[src/rtl/fsm_mon_pkg.sv]
// Shared types and helpers for the FSM transition monitor.
// Width constants here are the default state/count widths of the monitor.
package fsm_mon_pkg;

  localparam int unsigned MON_STATE_W = 6;
  localparam int unsigned MON_CNT_W   = 8;

  typedef struct packed {
    logic [MON_STATE_W-1:0] from_st;
    logic [MON_STATE_W-1:0] to_st;
    logic [MON_CNT_W-1:0]   thresh;
  } chan_cfg_t;

  // Saturating increment on a 32-bit carrier; callers narrow the result.
  function automatic logic [31:0] sat_inc(input logic [31:0] v, input logic [31:0] max_v);
    return (v >= max_v) ? v : v + 32'd1;
  endfunction

endpackage

[src/rtl/fsm_tm_channel.sv]
// One watched transition: holds its configuration, saturating hit count and alarm.
// alarm_d_o exposes the next alarm so the top can register alarm_any alongside it.
module fsm_tm_channel
  import fsm_mon_pkg::*;
#(
  parameter int unsigned STATE_W = MON_STATE_W,
  parameter int unsigned CNT_W   = MON_CNT_W
) (
  input  logic               clk,
  input  logic               rst,
  input  logic               en_i,
  input  logic               clr_i,
  input  logic               sticky_i,
  input  logic               cfg_we_i,
  input  logic [STATE_W-1:0] cfg_from_i,
  input  logic [STATE_W-1:0] cfg_to_i,
  input  logic [CNT_W-1:0]   cfg_thresh_i,
  input  logic               sample_i,
  input  logic [STATE_W-1:0] prev_state_i,
  input  logic [STATE_W-1:0] cur_state_i,
  input  logic               win_wrap_i,
  output logic               alarm_o,
  output logic               alarm_d_o,
  output logic [CNT_W-1:0]   count_o
);

  typedef struct packed {
    logic [STATE_W-1:0] from_st;
    logic [STATE_W-1:0] to_st;
    logic [CNT_W-1:0]   thresh;
  } cfg_t;

  localparam logic [CNT_W-1:0] CNT_MAX = '1;

  cfg_t             cfg_q, cfg_d;
  logic [CNT_W-1:0] cnt_q, cnt_d, base;
  logic             alarm_q, alarm_d;
  logic             hit, reach;

  always_comb begin
    cfg_d   = cfg_q;
    cnt_d   = cnt_q;
    alarm_d = alarm_q;
    reach   = 1'b0;
    if (cfg_we_i) begin
      cfg_d.from_st = cfg_from_i;
      cfg_d.to_st   = cfg_to_i;
      cfg_d.thresh  = cfg_thresh_i;
    end
    hit  = sample_i && (prev_state_i == cfg_q.from_st) && (cur_state_i == cfg_q.to_st)
           && (cfg_q.thresh != '0);
    // A hit on the wrap edge is counted into the freshly cleared window.
    base = win_wrap_i ? '0 : cnt_q;
    if (clr_i || cfg_we_i) begin
      cnt_d   = '0;
      alarm_d = 1'b0;
    end else if (en_i) begin
      cnt_d   = hit ? CNT_W'(sat_inc(32'(base), 32'(CNT_MAX))) : base;
      reach   = (cfg_q.thresh != '0) && (cnt_d >= cfg_q.thresh);
      alarm_d = sticky_i ? (alarm_q | reach) : reach;
    end
  end

  always_ff @(posedge clk or posedge rst) begin
    if (rst) begin
      cfg_q   <= '0;
      cnt_q   <= '0;
      alarm_q <= 1'b0;
    end else begin
      cfg_q   <= cfg_d;
      cnt_q   <= cnt_d;
      alarm_q <= alarm_d;
    end
  end

  assign alarm_o   = alarm_q;
  assign alarm_d_o = alarm_d;
  assign count_o   = cnt_q;

endmodule

[src/rtl/fsm_transition_monitor.sv]
// Observational monitor counting programmed state-to-state transitions of a host FSM.
// Holds the previous-state sample, the observation window counter and channel decode.
module fsm_transition_monitor
  import fsm_mon_pkg::*;
#(
  parameter int unsigned STATE_W = MON_STATE_W,
  parameter int unsigned N_CH    = 4,
  parameter int unsigned CNT_W   = MON_CNT_W,
  parameter int unsigned WIN_W   = 16,
  localparam int unsigned CH_W   = (N_CH > 1) ? $clog2(N_CH) : 1
) (
  input  logic                  clk,
  input  logic                  rst,
  input  logic                  en,
  input  logic                  clr,
  input  logic                  state_valid,
  input  logic [STATE_W-1:0]    pr_state,
  input  logic                  cfg_we,
  input  logic [CH_W-1:0]       cfg_ch,
  input  logic [STATE_W-1:0]    cfg_from,
  input  logic [STATE_W-1:0]    cfg_to,
  input  logic [CNT_W-1:0]      cfg_thresh,
  input  logic [WIN_W-1:0]      win_len,
  input  logic                  sticky,
  output logic [N_CH-1:0]       alarm,
  output logic                  alarm_any,
  output logic [N_CH*CNT_W-1:0] counts
);

  logic [STATE_W-1:0] prev_state_q, prev_state_d;
  logic               prev_valid_q, prev_valid_d;
  logic [WIN_W-1:0]   win_cnt_q, win_cnt_d;
  logic               win_wrap, sample;
  logic [N_CH-1:0]    alarm_nxt;
  logic               alarm_any_q;

  always_comb begin
    sample       = en && state_valid && prev_valid_q;
    // >= rather than == so a shrunk win_len wraps on the next enabled edge.
    win_wrap     = en && !clr && (win_len != '0) && (win_cnt_q >= win_len - 1'b1);
    prev_state_d = en ? pr_state : prev_state_q;
    // A disabled cycle breaks the chain so re-enable only primes prev_state.
    prev_valid_d = en && state_valid && !clr;
    win_cnt_d    = win_cnt_q;
    if (clr) begin
      win_cnt_d = '0;
    end else if (en && (win_len != '0)) begin
      win_cnt_d = win_wrap ? '0 : win_cnt_q + 1'b1;
    end
  end

  always_ff @(posedge clk or posedge rst) begin
    if (rst) begin
      prev_state_q <= '0;
      prev_valid_q <= 1'b0;
      win_cnt_q    <= '0;
      alarm_any_q  <= 1'b0;
    end else begin
      prev_state_q <= prev_state_d;
      prev_valid_q <= prev_valid_d;
      win_cnt_q    <= win_cnt_d;
      alarm_any_q  <= |alarm_nxt;
    end
  end

  assign alarm_any = alarm_any_q;

  for (genvar i = 0; i < N_CH; i++) begin : g_ch
    logic sel;
    always_comb sel = cfg_we && (32'(cfg_ch) == i);

    fsm_tm_channel #(
      .STATE_W(STATE_W),
      .CNT_W  (CNT_W)
    ) u_ch (
      .clk         (clk),
      .rst         (rst),
      .en_i        (en),
      .clr_i       (clr),
      .sticky_i    (sticky),
      .cfg_we_i    (sel),
      .cfg_from_i  (cfg_from),
      .cfg_to_i    (cfg_to),
      .cfg_thresh_i(cfg_thresh),
      .sample_i    (sample),
      .prev_state_i(prev_state_q),
      .cur_state_i (pr_state),
      .win_wrap_i  (win_wrap),
      .alarm_o     (alarm[i]),
      .alarm_d_o   (alarm_nxt[i]),
      .count_o     (counts[i*CNT_W +: CNT_W])
    );
  end

endmodule

[config.mk]
export PLATFORM = sky130hd
export DESIGN_NAME = fsm_transition_monitor
export DESIGN_NICKNAME = d
export VERILOG_FILES = /design/src/rtl/fsm_mon_pkg.sv /design/src/rtl/fsm_tm_channel.sv /design/src/rtl/fsm_transition_monitor.sv
export SDC_FILE = /design/constraint.sdc
export NUM_CORES = 1
export LEC_CHECK = 0
export CORE_MARGIN = 10
export CORE_UTILIZATION = 56
export CTS_CLUSTER_SIZE = 20
export DETAILED_ROUTE_END_ITERATION = 8
export PLACE_DENSITY = 0.77
export SYNTH_ARGS = -nofsm -noshare
export SYNTH_HDL_FRONTEND = slang
export SYNTH_SLANG_ARGS = --single-unit
[constraint.sdc]
create_clock -name clk -period 12.3 [get_ports clk]
set_input_delay 2.46 -clock clk [delete_from_list [all_inputs] [get_ports clk]]
set_output_delay 2.46 -clock clk [all_outputs]
set_load 0.03 [all_outputs]
== After elaboration in Yosys (flattened, before gate mapping) ==
Cells that the tools add are included.
Cells by class
  add/sub/neg operators: 6
  reduce and logical (&&, ||, !) cells: 44
  equality and inequality tests: 11
  order comparisons: 9
  mux-type cells: 35
  bitwise logic cells: 4
Operators by type and width (number)
  $mux 8: 20
  $eq 6x6->1: 8
  $mux 16: 3
  $add 8x1->8 const B: 4
  $ge 8x8->1: 4
  $ge 8x8->1 const B: 4
  $reduce_bool 8->1: 4
  $logic_and 1x1->1: 27
  $add 16x1->16 const B: 1
  $ge 16x16->1: 1
  $reduce_bool 16->1: 1
  $sub 16x1->16 const B: 1
  $mux 1: 12
  $reduce_bool 2->1: 5
  $eq 2x2->1 const B: 2
  $logic_or 1x1->1: 4
  $or 1x1->1: 4
  $reduce_or 4->1: 1
  $eq 2x1->1 const B: 1
  $logic_not 2->1: 1
  $logic_not 1->1: 1
Storage, ports and cells
  bits of input ports: 51
  output and inout bits: 37
  bits in registers: 140
  word-level logic and storage cells: 133

== Longest topological paths before layout ==
  word-level depth: 15
  mapped depth: 27
  depth with buffers taken out: 26

== Cells and area by module ==
Synthesis repeated with hierarchy kept, for this count alone.
Unflattened totals
  cells, all modules: 957
  area, all modules: 9250.1 sq um
Modules (own cells, without submodules)
  fsm_tm_channel: instances 4, seq. area each 725.7 sq um, cells each 188, area each 1814.2 sq um
  fsm_transition_monitor: instances 1, seq. area each 600.6 sq um, cells each 205, area each 1993.2 sq um

== Worst setup path before layout ==
Ideal clock, no wire load.
  path kind: input-to-reg
  from: in win_len[2]
  to: reg alarm_any_q, in the netlist alarm_any
  buffers on the path: 1
  library setup time: 138 ps
  cell stages on the path: 25
  slack: 4640 ps
  data arrival time: 7521 ps
  required time: 12162 ps
  cell sequence: nor4_4 -> nand2_1 -> or3_1 -> nor3_1 -> xnor2_1 -> ha_1 -> and4_1 -> a31o_2 -> o31ai_4 -> clkbuf_1 -> and2_1 -> ha_1 -> and2_1 -> nand2_1 -> nor2_1 -> or2_2 -> nand3_1 -> and2_1 -> ha_1 -> nand2b_1 -> a21o_1 -> a21oi_1 -> o31ai_1 -> o2bb2ai_1 -> or4_1
On the way
  word-level cells in the longest chain between the ends: 14
  elaborated cells between the ends (all ways): 50
  classes of those cells: add/sub: 5; order compare: 9; mux: 24; bitwise: 4; reduce/logical: 8
RTL lines
  from (decl): line fsm_transition_monitor.sv:23  | input logic [WIN_W-1:0] win_len,
  $sub 16x1->16 or $reduce_bool 16->1 (tied branches): line fsm_transition_monitor.sv:40  | win_wrap = en && !clr && (win_len != '0) && (win_cnt_q >= win_len - 1'b1);
  $ge 16x16->1 or $logic_and 1x1->1 (tied branches): line fsm_transition_monitor.sv:40
  $logic_and 1x1->1 *: line fsm_transition_monitor.sv:40
  $mux 8 *: line fsm_tm_channel.sv:53  | base = win_wrap_i ? '0 : cnt_q;
  $add 8x1->8 or $ge 8x8->1 (tied branches): line fsm_mon_pkg.sv:16  | return (v >= max_v) ? v : v + 32'd1;
  $mux 8: line fsm_mon_pkg.sv:16
  $mux 8 *: line fsm_tm_channel.sv:58  | cnt_d = hit ? CNT_W'(sat_inc(32'(base), 32'(CNT_MAX))) : base;
  $ge 8x8->1 *: line fsm_tm_channel.sv:59  | reach = (cfg_q.thresh != '0) && (cnt_d >= cfg_q.thresh);
  $logic_and 1x1->1 *: line fsm_tm_channel.sv:59
  $or 1x1->1: line fsm_tm_channel.sv:60  | alarm_d = sticky_i ? (alarm_q | reach) : reach;
  $mux 1 *: line fsm_tm_channel.sv:60
  $mux 1 *: line fsm_tm_channel.sv:57  | end else if (en_i) begin
  $mux 1 *: line fsm_tm_channel.sv:54  | if (clr_i || cfg_we_i) begin
  named net g_ch[3].u_ch.alarm_d_o: line fsm_tm_channel.sv:23  | output logic alarm_d_o,
  $reduce_or 4->1 *: line fsm_transition_monitor.sv:62  | alarm_any_q <= |alarm_nxt;
  to (signal assigned): line fsm_transition_monitor.sv:62
  to (decl): line fsm_transition_monitor.sv:35  | logic alarm_any_q;
The timed path passes the listed nets; every way through them passes the cells marked *.
A chain may end at the register's enable or synchronous reset.

== Final worst setup path ==
  from: in win_len[2]
  to: reg alarm_any_q, in the netlist alarm_any
On the way
  word-level cells in the longest chain between the ends: 14
  elaborated cells between the ends (all ways): 50
  classes of those cells: add/sub: 5; order compare: 9; mux: 24; bitwise: 4; reduce/logical: 8
RTL lines (line)
  $sub 16x1->16 or $reduce_bool 16->1 (tied branches): fsm_transition_monitor.sv:40
  $ge 16x16->1 or $logic_and 1x1->1 (tied branches): fsm_transition_monitor.sv:40
  $logic_and 1x1->1 *: fsm_transition_monitor.sv:40
  $mux 8 *: fsm_tm_channel.sv:53
  $add 8x1->8 or $ge 8x8->1 (tied branches): fsm_mon_pkg.sv:16
  $mux 8: fsm_mon_pkg.sv:16
  $mux 8 *: fsm_tm_channel.sv:58
  $ge 8x8->1 *: fsm_tm_channel.sv:59
  $logic_and 1x1->1 *: fsm_tm_channel.sv:59
  $or 1x1->1: fsm_tm_channel.sv:60
  $mux 1 *: fsm_tm_channel.sv:60
  $mux 1 *: fsm_tm_channel.sv:57
  $mux 1 *: fsm_tm_channel.sv:54
  named net g_ch[0].u_ch.alarm_d_o: fsm_tm_channel.sv:23
  $reduce_or 4->1 *: fsm_transition_monitor.sv:62
Marks and branches as above.

==> key figures <==
Timing
  – Slew @ Worst Pin: 941 ps
  – Count of pins over their slew limit: 0
  – Setup-failing EPs final: 0
  – Max Freq: ~120 MHz
  – Period utilisation layout: between 60 and 70%
  – Final TNS setup: 0 ps
  – Final Hold Vio Count: 0
  – Worst slew margin: 36.4%
  – RSZ-0062 raised after global routing: false
  – Worst Clk Skew: 7.76 ps
  – Tmin final: about 8400 ps

Synth
  – Yosys top cell by area: dfrtp_1
  – Syn. warnings: 0
  – Largest cells by area after synthesis: dfrtp_1, mux2_2, ha_1
  – Avg Cell Area, Syn: 10.2 sq um
  – Ys flop type: dfrtp_1
  – Count leader, synth: dfrtp_1
  – Synth top cells by count: dfrtp_1, mux2_2, nor2_1, ha_1, nand2_1
  – Syn_nets: 950
  – Post-Syn Area: 0.00862 sq mm
  – Top-area cell type share of the netlist area: 40.7%
  – Mapped Cells: 845
  – Post-synth cell types: 71
  – Share of flip-flops with an asynchronous set or reset: 100%
  – Number of synthesized flops with an enable pin: 0
  – Synth Register Bits: 140
  – Post-synthesis sequential area ratio: 40.7%

Power
  – NetSw: roughly 0.00034 W
  – Switching share of power: 25.2%
  – Pleak: 4.51 nW
  – Max VDD drop: 0.000112 V
  – Pwr per Cell Area: 133 mW/mm^2
  – Internal power: around 0.0010 W
  – Flop pwr share: a little over 40%
  – Comb pwr share: 15.8%
  – Clock share of power: between 40% and 50%

Drt
  – Routed wire length: 20900 um
  – Antenna viol nets, final: 0
  – Total number of vias: 6760
  – Vias per cell: ~6.0
  – Drt pass-1 iters: 5
  – DRC viols: 0
  – WL/cell: 18.6 um
  – Starting DRT DRC Count: 377

Clock network
  – Post-CTS setup buffer count: 0
  – CTS H-tree lvls: 4
  – Hold Buf Count CTS: 0
  – Clk_lat worst skew: 430 ps
  – Clk slew on worst S/H paths: approximately 60 ps
  – Num CTS Buffers: 17
  – CTS tree: built
  – Clock tree buffer depth: 2
  – Total clock sinks: 140
  – Root buffer selected by CTS: clkbuf_16
  – Post_cts resized: 0

Worst setup path
  – FF-to-FF setup slack: 7000 ps
  – Crit path top cell by count: ha_1
  – Worst flop-to-flop path startpoint: win_cnt_q[0]
  – CP Max Fanout: 28
  – CP max stage cell: clkdlybuf4s50_1
  – CP peak stage delay: roughly 500 ps
  – WS Path Type: in -> reg
  – Crit end category: register
  – Reg2reg path depth: 22
  – Worst Path Arrival: 8730 ps
  – Worst Path Required: ~13000 ps
  – Startpoint Class: primary input
  – Reg2Reg Capture Point: alarm_any

Floorplanning
  – Die Footprint: 0.0207 sq mm
  – Horiz. Die Dim: around 140 um
  – Core area: 0.0151 sq mm
  – IO Pins: 88
  – Site Rows: 45
  – Die Y: 144 um
  – Initial Util: a little under three fifths

Layout
  – Layout cells sized above 1: between 10% and 20%
  – Final core utilization: 67.9%
  – Layout area overhead: 19.4%
  – Register Area: 0.00350 sq mm
  – Nets: 1027
  – Fill cells: 1174
  – Antenna Cells: 0
  – Area of the multi-input gates: approximately 0.0048 sq mm
  – Fin area: 0.0103 sq mm

Hold path
  – Type of the most critical hold path: reg -> reg
  – Hold path depth: 1
  – Hold EP: win_cnt_q[15]
  – Min-delay src: win_cnt_q[15]

GRT
  – Gr usage total: 20.5%
  – Vias in the first global route: 6747
  – Global-route wire length before repair: 33800 um
  – Initial antenna violation count: 0
  – Total global routing overflow: 0
  – Largest net degree at the start of global routing: slightly below 80

Placed design
  – Post-DP HPWL: 15100 um
  – Port bufs: 87
  – Routability Congestion: a little over 0.9
  – Area post-placement: 0.00961 sq mm

Outcome
  – Status: finished, final reports clean

Run
  – Max_cap viols: 0
cells by family (layout without fill, tap and decap cells):
kind of cell,after synthesis,in the layout,synth area share (%)
xor+xnor,71,71,7.22
buf+inv,79,169,4.04
flops,140,140,40.7
simple gates,290,290,18.9
compound gates,124,124,10.1
fa+ha+maj,54,54,7.84
mux,87,87,11.3
stage by stage:
stage          hold slack (ps)  worst slack [ps]  power (W)  cells
3_5_place_dp               514              3590   0.000779   1091
3_3_place_gp               499              3730   0.000770   1091
4_1_cts                    524              3890    0.00137   1123
5_1_grt                    537              3490    0.00142   1123
6_report                   519              3860    0.00136   1123
2_1_floorplan              459              4640   0.000710    845
cells in the final DEF (no fill, tap or decap), types with 5 or more instances in the layout:
| master | Yosys | layout |
|---|---|---|
| dfrtp_1 | 140 | 140 |
| clkdlybuf4s50_1 | 0 | 87 |
| mux2_2 | 79 | 79 |
| nor2_1 | 56 | 56 |
| ha_1 | 54 | 54 |
| nand2_1 | 50 | 50 |
| inv_1 | 41 | 40 |
| xor2_1 | 38 | 38 |
| nand3_1 | 36 | 36 |
| xnor2_1 | 33 | 33 |
| a21oi_1 | 29 | 29 |
| o21ai_0 | 23 | 23 |
| and2_1 | 22 | 22 |
| nor3_1 | 20 | 20 |
| nor4_1 | 17 | 17 |
| clkbuf_16 | 0 | 17 |
| and3_1 | 13 | 13 |
| nand2b_1 | 13 | 13 |
| a31oi_1 | 13 | 13 |
| nand4_1 | 10 | 10 |
| and4_1 | 9 | 9 |
| buf_4 | 6 | 9 |
| mux2i_1 | 8 | 8 |
| o21a_1 | 7 | 7 |
| a21o_1 | 6 | 6 |
| bufinv_16 | 0 | 6 |
| o211ai_1 | 5 | 5 |
| a211oi_1 | 5 | 5 |
cell type report:
class / instances / area share, %
sequential: 140 / 34.1
clock buffer: 21 / 4.57
multi-input combinational: 626 / 46.4
inverter: 41 / 1.54
clock inverter: 11 / 2.07
timing repair buffer: 96 / 9.12
tap: 188 / 2.29
worst max-delay path, delay by kind of cell:
kind	cells	cell delay, ps
AO/OA/AOI/OAI	6	1310
adder cells (fa/ha/maj)	3	740
AND/OR/NAND/NOR	13	3140
XOR/XNOR	1	160
buffers and inverters	3	910
registers in the layout, indices dropped and copies added (netlist names):
signal             flops
g_ch.u_ch.cfg_q       80
g_ch.u_ch.count_o     32
win_cnt_q             16
prev_state_q           6
g_ch.u_ch.alarm_o      4
alarm_any              1
prev_valid_q           1
power by group through the flow:
stage                     registers [W]  clock network (W)  logic, W
final                          0.000557           0.000592  0.000215
after global routing           0.000563           0.000622  0.000239
after CTS                      0.000557           0.000599  0.000217
after detailed placement       0.000565                  0  0.000214
after global placement         0.000562                  0  0.000208
after floorplan                0.000550                  0  0.000160
worst max path at each step:
stage,startpoint,end,slack [ps],cells past startpoint
5_1_grt,win_len[3],alarm_any,3490,27
4_1_cts,win_len[2],alarm_any,3890,27
3_3_place_gp,win_len[2],alarm_any,3730,26
2_1_floorplan,win_len[2],alarm_any,4640,25
3_5_place_dp,win_len[2],alarm_any,3590,27
6_report,win_len[2],alarm_any,3860,26
metal layers:
layer	vias up	share of wire (%)	GRT usage, %
li1	3180	-	-
met1	3313	43	26.1
met2	233	49	33.3
met3	34	6.5	4.56
met4	0	1.8	7.31
met5	-	0	0
Note: power is estimated with default switching activity, not from simulation.
